File: config.mk
export PLATFORM = sky130hd
export DESIGN_NAME = lsu_mem_port
export DESIGN_NICKNAME = d
export VERILOG_FILES = /design/src/rtl/lsu_mem_port.sv
export SDC_FILE = /design/constraint.sdc
export NUM_CORES = 1
export LEC_CHECK = 0
export CAP_MARGIN = 0
export CORE_ASPECT_RATIO = 1.75
export CORE_MARGIN = 3
export CORE_UTILIZATION = 46
export CTS_BUF_LIST = sky130_fd_sc_hd__clkbuf_4
export CTS_CLUSTER_DIAMETER = 150
export DETAILED_ROUTE_END_ITERATION = 10
export GPL_TIMING_DRIVEN = 0
export HOLD_SLACK_MARGIN = 0.06
export PLACE_DENSITY = 0.8
export SYNTH_ARGS = -nofsm -noshare
export SYNTH_HDL_FRONTEND = slang
export SYNTH_SLANG_ARGS = --single-unit
File: constraint.sdc
create_clock -name clk -period 2.34 [get_ports clk]
set_clock_uncertainty 0.05 [all_clocks]
set_input_delay 0.351 -clock clk [delete_from_list [all_inputs] [get_ports clk]]
set_output_delay 0.351 -clock clk [all_outputs]
set_load 0.01 [all_outputs]
File: src/rtl/lsu_mem_port.sv
// lsu_mem_port: data-memory port for the RISC-V core.
// Turns decoder memory-stage controls into a single req/ack word-bus
// transaction, builds byte strobes and lane-replicated store data, and
// extracts and extends load data. Illegal accesses and bus timeouts are
// reported on access_err.
module lsu_mem_port #(
    parameter int TIMEOUT_CYC = 16
) (
    input  logic        clk,
    input  logic        rst_n,
    input  logic        MemRead,
    input  logic        MemWrite,
    input  logic [2:0]  Mem_mode,
    input  logic        Mem_read_us,
    input  logic [31:0] addr,
    input  logic [31:0] wdata,
    output logic        stall,
    output logic [31:0] rdata,
    output logic        rdata_valid,
    output logic        access_err,
    output logic        bus_req,
    output logic        bus_we,
    output logic [31:0] bus_addr,
    output logic [3:0]  bus_wstrb,
    output logic [31:0] bus_wdata,
    input  logic        bus_ack,
    input  logic [31:0] bus_rdata
);

    localparam int CW = (TIMEOUT_CYC > 2) ? $clog2(TIMEOUT_CYC) : 1;
    localparam logic [CW-1:0] TMO_LAST = CW'(TIMEOUT_CYC - 1);

    typedef enum logic [1:0] {
        IDLE = 2'd0,
        REQ  = 2'd1,
        DONE = 2'd2
    } state_t;

    state_t         state_reg;
    logic [CW-1:0]  cnt_reg;
    logic [1:0]     off_reg;
    logic [2:0]     mode_reg;
    logic           us_reg;
    logic           load_reg;

    logic           access;
    logic           legal;
    logic [3:0]     strb;
    logic [31:0]    wdata_rep;
    logic [7:0]     rd_lane [4];
    logic [7:0]     byte_sel;
    logic [15:0]    half_sel;
    logic [31:0]    load_ext;

    // Split the read word into byte lanes for load extraction.
    for (genvar gi = 0; gi < 4; gi++) begin : g_lane
        assign rd_lane[gi] = bus_rdata[8*gi +: 8];
    end

    // Decode the incoming request: legality, strobes and replicated data.
    always_comb begin
        access = MemRead | MemWrite;
        legal  = 1'b1;
        if (MemRead && MemWrite)
            legal = 1'b0;
        if (!(Mem_mode == 3'b001 || Mem_mode == 3'b010 || Mem_mode == 3'b100))
            legal = 1'b0;
        if (Mem_mode == 3'b010 && addr[0])
            legal = 1'b0;
        if (Mem_mode == 3'b100 && addr[1:0] != 2'b00)
            legal = 1'b0;
        case (Mem_mode)
            3'b001: begin
                strb      = 4'b0001 << addr[1:0];
                wdata_rep = {4{wdata[7:0]}};
            end
            3'b010: begin
                strb      = 4'b0011 << {addr[1], 1'b0};
                wdata_rep = {2{wdata[15:0]}};
            end
            default: begin
                strb      = 4'b1111;
                wdata_rep = wdata;
            end
        endcase
    end

    // Select and extend the load lane using the latched offset, size and signedness.
    always_comb begin
        byte_sel = rd_lane[off_reg];
        half_sel = off_reg[1] ? {rd_lane[3], rd_lane[2]} : {rd_lane[1], rd_lane[0]};
        case (mode_reg)
            3'b001:  load_ext = {{24{~us_reg & byte_sel[7]}}, byte_sel};
            3'b010:  load_ext = {{16{~us_reg & half_sel[15]}}, half_sel};
            default: load_ext = bus_rdata;
        endcase
    end

    // Stall while a request is being accepted or is outstanding on the bus.
    always_comb begin
        stall = (state_reg == REQ) || (state_reg == IDLE && access);
    end

    // Transaction FSM with registered bus and result outputs.
    always_ff @(posedge clk or negedge rst_n) begin
        if (!rst_n) begin
            state_reg   <= IDLE;
            cnt_reg     <= '0;
            off_reg     <= 2'b00;
            mode_reg    <= 3'b000;
            us_reg      <= 1'b0;
            load_reg    <= 1'b0;
            rdata       <= 32'h0;
            rdata_valid <= 1'b0;
            access_err  <= 1'b0;
            bus_req     <= 1'b0;
            bus_we      <= 1'b0;
            bus_addr    <= 32'h0;
            bus_wstrb   <= 4'h0;
            bus_wdata   <= 32'h0;
        end else begin
            rdata_valid <= 1'b0;
            access_err  <= 1'b0;
            case (state_reg)
                IDLE: begin
                    if (access) begin
                        off_reg   <= addr[1:0];
                        mode_reg  <= Mem_mode;
                        us_reg    <= Mem_read_us;
                        load_reg  <= MemRead & ~MemWrite;
                        bus_we    <= MemWrite;
                        bus_addr  <= {addr[31:2], 2'b00};
                        bus_wstrb <= MemWrite ? strb : 4'b0000;
                        bus_wdata <= wdata_rep;
                        cnt_reg   <= '0;
                        if (legal) begin
                            bus_req   <= 1'b1;
                            state_reg <= REQ;
                        end else begin
                            // Rejected up front: report and skip the bus entirely.
                            access_err <= 1'b1;
                            state_reg  <= DONE;
                        end
                    end
                end
                REQ: begin
                    // An ack in the last allowed cycle still counts as success.
                    if (bus_ack) begin
                        bus_req   <= 1'b0;
                        state_reg <= DONE;
                        if (load_reg) begin
                            rdata       <= load_ext;
                            rdata_valid <= 1'b1;
                        end
                    end else if (cnt_reg == TMO_LAST) begin
                        bus_req    <= 1'b0;
                        access_err <= 1'b1;
                        state_reg  <= DONE;
                    end else begin
                        cnt_reg <= cnt_reg + CW'(1);
                    end
                end
                DONE: begin
                    state_reg <= IDLE;
                end
                default: begin
                    state_reg <= IDLE;
                end
            endcase
        end
    end

endmodule

==> impl_results.md <==
- IO Pins: 210
- Final Util: 0.698
- Clk sink count: 115
- Cell accounting for the most synthesized area: dfrtp_1
- Share of layout cells above drive strength 1: 0.0793
- Combinational Power Share: 0.456
- Critical Path RT: 1940 ps
- Mux contribution to synthesized area: 0.0628
- Largest stage delay, worst path: 530 ps
- Hpwl dp: 14.1 mm
- Worst Setup End Kind: output port
- Fin cells: 993
- Top flop regs: bus_wdata (32), rdata (32), bus_addr (30)
- Root Buffer: clkbuf_4
- Core Region: 0.0117 mm^2
- Arr. time, crit path: between 1500 and 2000 ps
- Leak: around 3.6 nW
- Sequential area share after synthesis: 0.516
- Clock power share: 0.174
- Post-synthesis cell type count: 51
- Final Hold Vio Count: 0
- Die W: between 80 and 90 um
- # setup viols final: 0
- Area share of the largest cell type after synthesis: 0.516
- Post-Place Cells: 958
- FFs w/ async S/R, synth: 1.00
- Switching power total: 3.07 mW
- Vias per cell: ~5.6
- Setup CP Type: register to output port
- Synth Area in XOR/XNOR: 0.00157
- DIE HEIGHT: 152 um
- Num CTS Buffers: 17
- H-tree levels: 4
- F_max: 0.447 GHz
- Vias: 5,541
- Total gr overflow: 0
- Crit-path slowest cell: clkdlybuf4s50_1
- Synth Area in Compound Gates: 0.144
- Final min period: between 2000 and 2500 ps
- Global-route wire length before repair: ~29 mm
- Power Internal: about 5.5 mW
- Worst path cell trace: nor2_4 > o21ai_4 > nand2_1 > clkdlybuf4s50_1
- Vias in the first global route: 5,751
- Synth top area cells: dfrtp_1 52%, nand2_1 13%, nand3_1 3.7%, mux2i_1 3.1%, a21oi_1 2.9%
- Placement Cell Area: 0.00784 mm^2
- Antenna violations before repair: 1
- Clock Latency Late Sink: 520 ps
- First drt pass iteration count: 5
- CP Launch Type: register
- Post-synth top flop: dfrtp_1
- DRC viols: 0
- Synth Area per Inst: 9.07 um^2
- Worst Tran Pin Value: between 600 and 700 ps
- Final ANT Viol Nets: 0
- Slew HR: 0.571
- Row cnt: 52
- Starting Density: 0.476
- Drt initial violations: 316
- Reg power frac: 0.370
- Synth Instances: 615
- Drt total wl: 18.6 mm
- Largest family of logic cells by synthesized area: simple AND/OR/NAND/NOR gates
- Final Wtd Congestion: around 0.95
- Post-route setup TNS: 0 ps
- Final hold slack: between 200 and 250 ps
- Simple-gate portion of the synthesized area: 0.235
- Period Utilization, post-route: 0.956
- Post-synth EDFFs: 0
- DR WL/cell: between 15 and 20 um
- Synth Register Bits: 115
- Max Cap Violations: 0
- Largest net degree at the start of global routing: 80
- Synth warnings: 0
- Top-count cell post-synth: nand2_1
- Unrepaired setup endpoints after global routing: no
- Max VDD drop: 0.557 mV
- Fin nets: ~950
- Hold Path Class: input pin to asynchronous set/reset pin
- Layout area overhead: 46.6%
- Most frequent cells after synthesis: 188 x nand2_1, 115 x dfrtp_1, 41 x nand3_1, 32 x a21oi_1, 31 x o21ai_0
- Adder-cell area share of the yosys netlist: 0.00224
- Clock transition at the registers of the reported paths: 100 ps
- Sw Ratio: 0.358
- Die area: 0.0135 mm^2
- Total GRT Usage: 0.280
- Final Slew Violations: 0
- Clock Path Buffers: 2
- Pwr Density: 1050 mW/mm^2
- Fin area: 0.00818 mm^2
- CP max FO: 4
- Port-buffer cells: 206
- Status: finished, final reports clean
- CTS tree: built
- Mapped Area: 0.00558 mm^2
[worst max-delay path: cells and delay by family, from the launching register on]
family | cells | cell delay (ps)
AOI/OAI and AO/OA | 1 | 90
and+or+nand+nor | 2 | 260
buffers and inverters | 1 | 530
DFF | 1 | 450
[area by class of cell]
class / count / area (um^2)
Antenna cell: 1 / 2.50
Buffer: 42 / 193
Clock buffer: 18 / 135
Clock inverter: 12 / 141
Fill cell: 915 / 3530
Inverter: 3 / 11.3
Multi-Input combinational cell: 455 / 2520
Sequential cell: 115 / 2880
Tap cell: 135 / 169
Timing Repair Buffer: 212 / 2130
[through the flow]
stage | power (mW) | setup WS (ps)
6_report | 8.58 | 102
5_1_grt | 9.14 | 5.87
4_1_cts | 8.61 | 14.3
3_5_place_dp | 7.09 | -791
3_3_place_gp | 6.96 | -3480
2_1_floorplan | 4.88 | 642
[what timing repair did]
item	in CTS	in global routing
resized for setup	4	1
hold buffers	1	0
endpoints found under the setup margin	1	1
pin swaps	0	1
setup buffers	1	3
gates cloned	0	0
hold endpoints to repair	48	0
[power by group through the flow]
stage	Clock [mW]	Sequential (mW)	Combinational, mW
global route	1.61	3.26	4.27
finish	1.49	3.18	3.91
floorplan	0	3.50	1.37
CTS	1.52	3.18	3.91
detailed placement	0	3.21	3.88
global placement	0	3.18	3.78
[cells in the final DEF (no fill, tap or decap), types with 7 or more instances in the layout]
cell type | netlist | final
nand2_1 | 188 | 188
nand4b_1 | 8 | 8
a31oi_1 | 7 | 7
nand2b_1 | 11 | 10
clkbuf_1 | 29 | 28
a22o_1 | 10 | 10
buf_4 | 3 | 7
dfrtp_1 | 115 | 115
clkdlybuf4s50_1 | 0 | 205
clkbuf_4 | 0 | 18
a222oi_1 | 7 | 7
mux2i_1 | 17 | 17
nor2_1 | 19 | 18
a21oi_1 | 32 | 32
nand3_1 | 41 | 41
buf_2 | 7 | 7
mux2_2 | 14 | 14
a211oi_1 | 7 | 7
a2bb2oi_1 | 8 | 8
o21ai_0 | 31 | 31
nor2b_1 | 14 | 14
[cell families (layout without fill, tap and decap cells)]
kind of cell             count (synthesis)  count (layout)
multiplexers                            32              32
other                                    1               3
adder cells (fa/ha/maj)                  1               1
flip-flops                             115             115
AND/OR/NAND/NOR                        296             296
buffers and inverters                   46             287
XOR/XNOR                                 1               1
AO/OA/AOI/OAI                          123             123
[final timing paths]
kind	slack, ps	endpoint	startpoint	cells past startpoint
max	100	stall	state_reg[1]$_DFFE_PN0P_	4
min	240	bus_addr[30]$_DFFE_PN0P_	rst_n	2
max reg2reg	300	rdata[7]$_DFFE_PN0P_	state_reg[1]$_DFFE_PN0P_	6
min reg2reg	430	bus_we$_DFFE_PN0P_	bus_we$_DFFE_PN0P_	2
max in group asynchronous	1290	rdata[19]$_DFFE_PN0P_	rst_n	3
min in group clk	250	bus_wstrb[1]$_DFFE_PN0P_	Mem_mode[2]	3
[layer usage]
layer / up-vias / track usage / share of wire
li1: 2578 / - / -
met1: 2643 / 0.298 / 0.35
met2: 258 / 0.500 / 0.54
met3: 62 / 0.0703 / 0.074
met4: 0 / 0.136 / 0.043
met5: - / 0 / 0
Note: power is estimated with default switching activity, not from simulation.
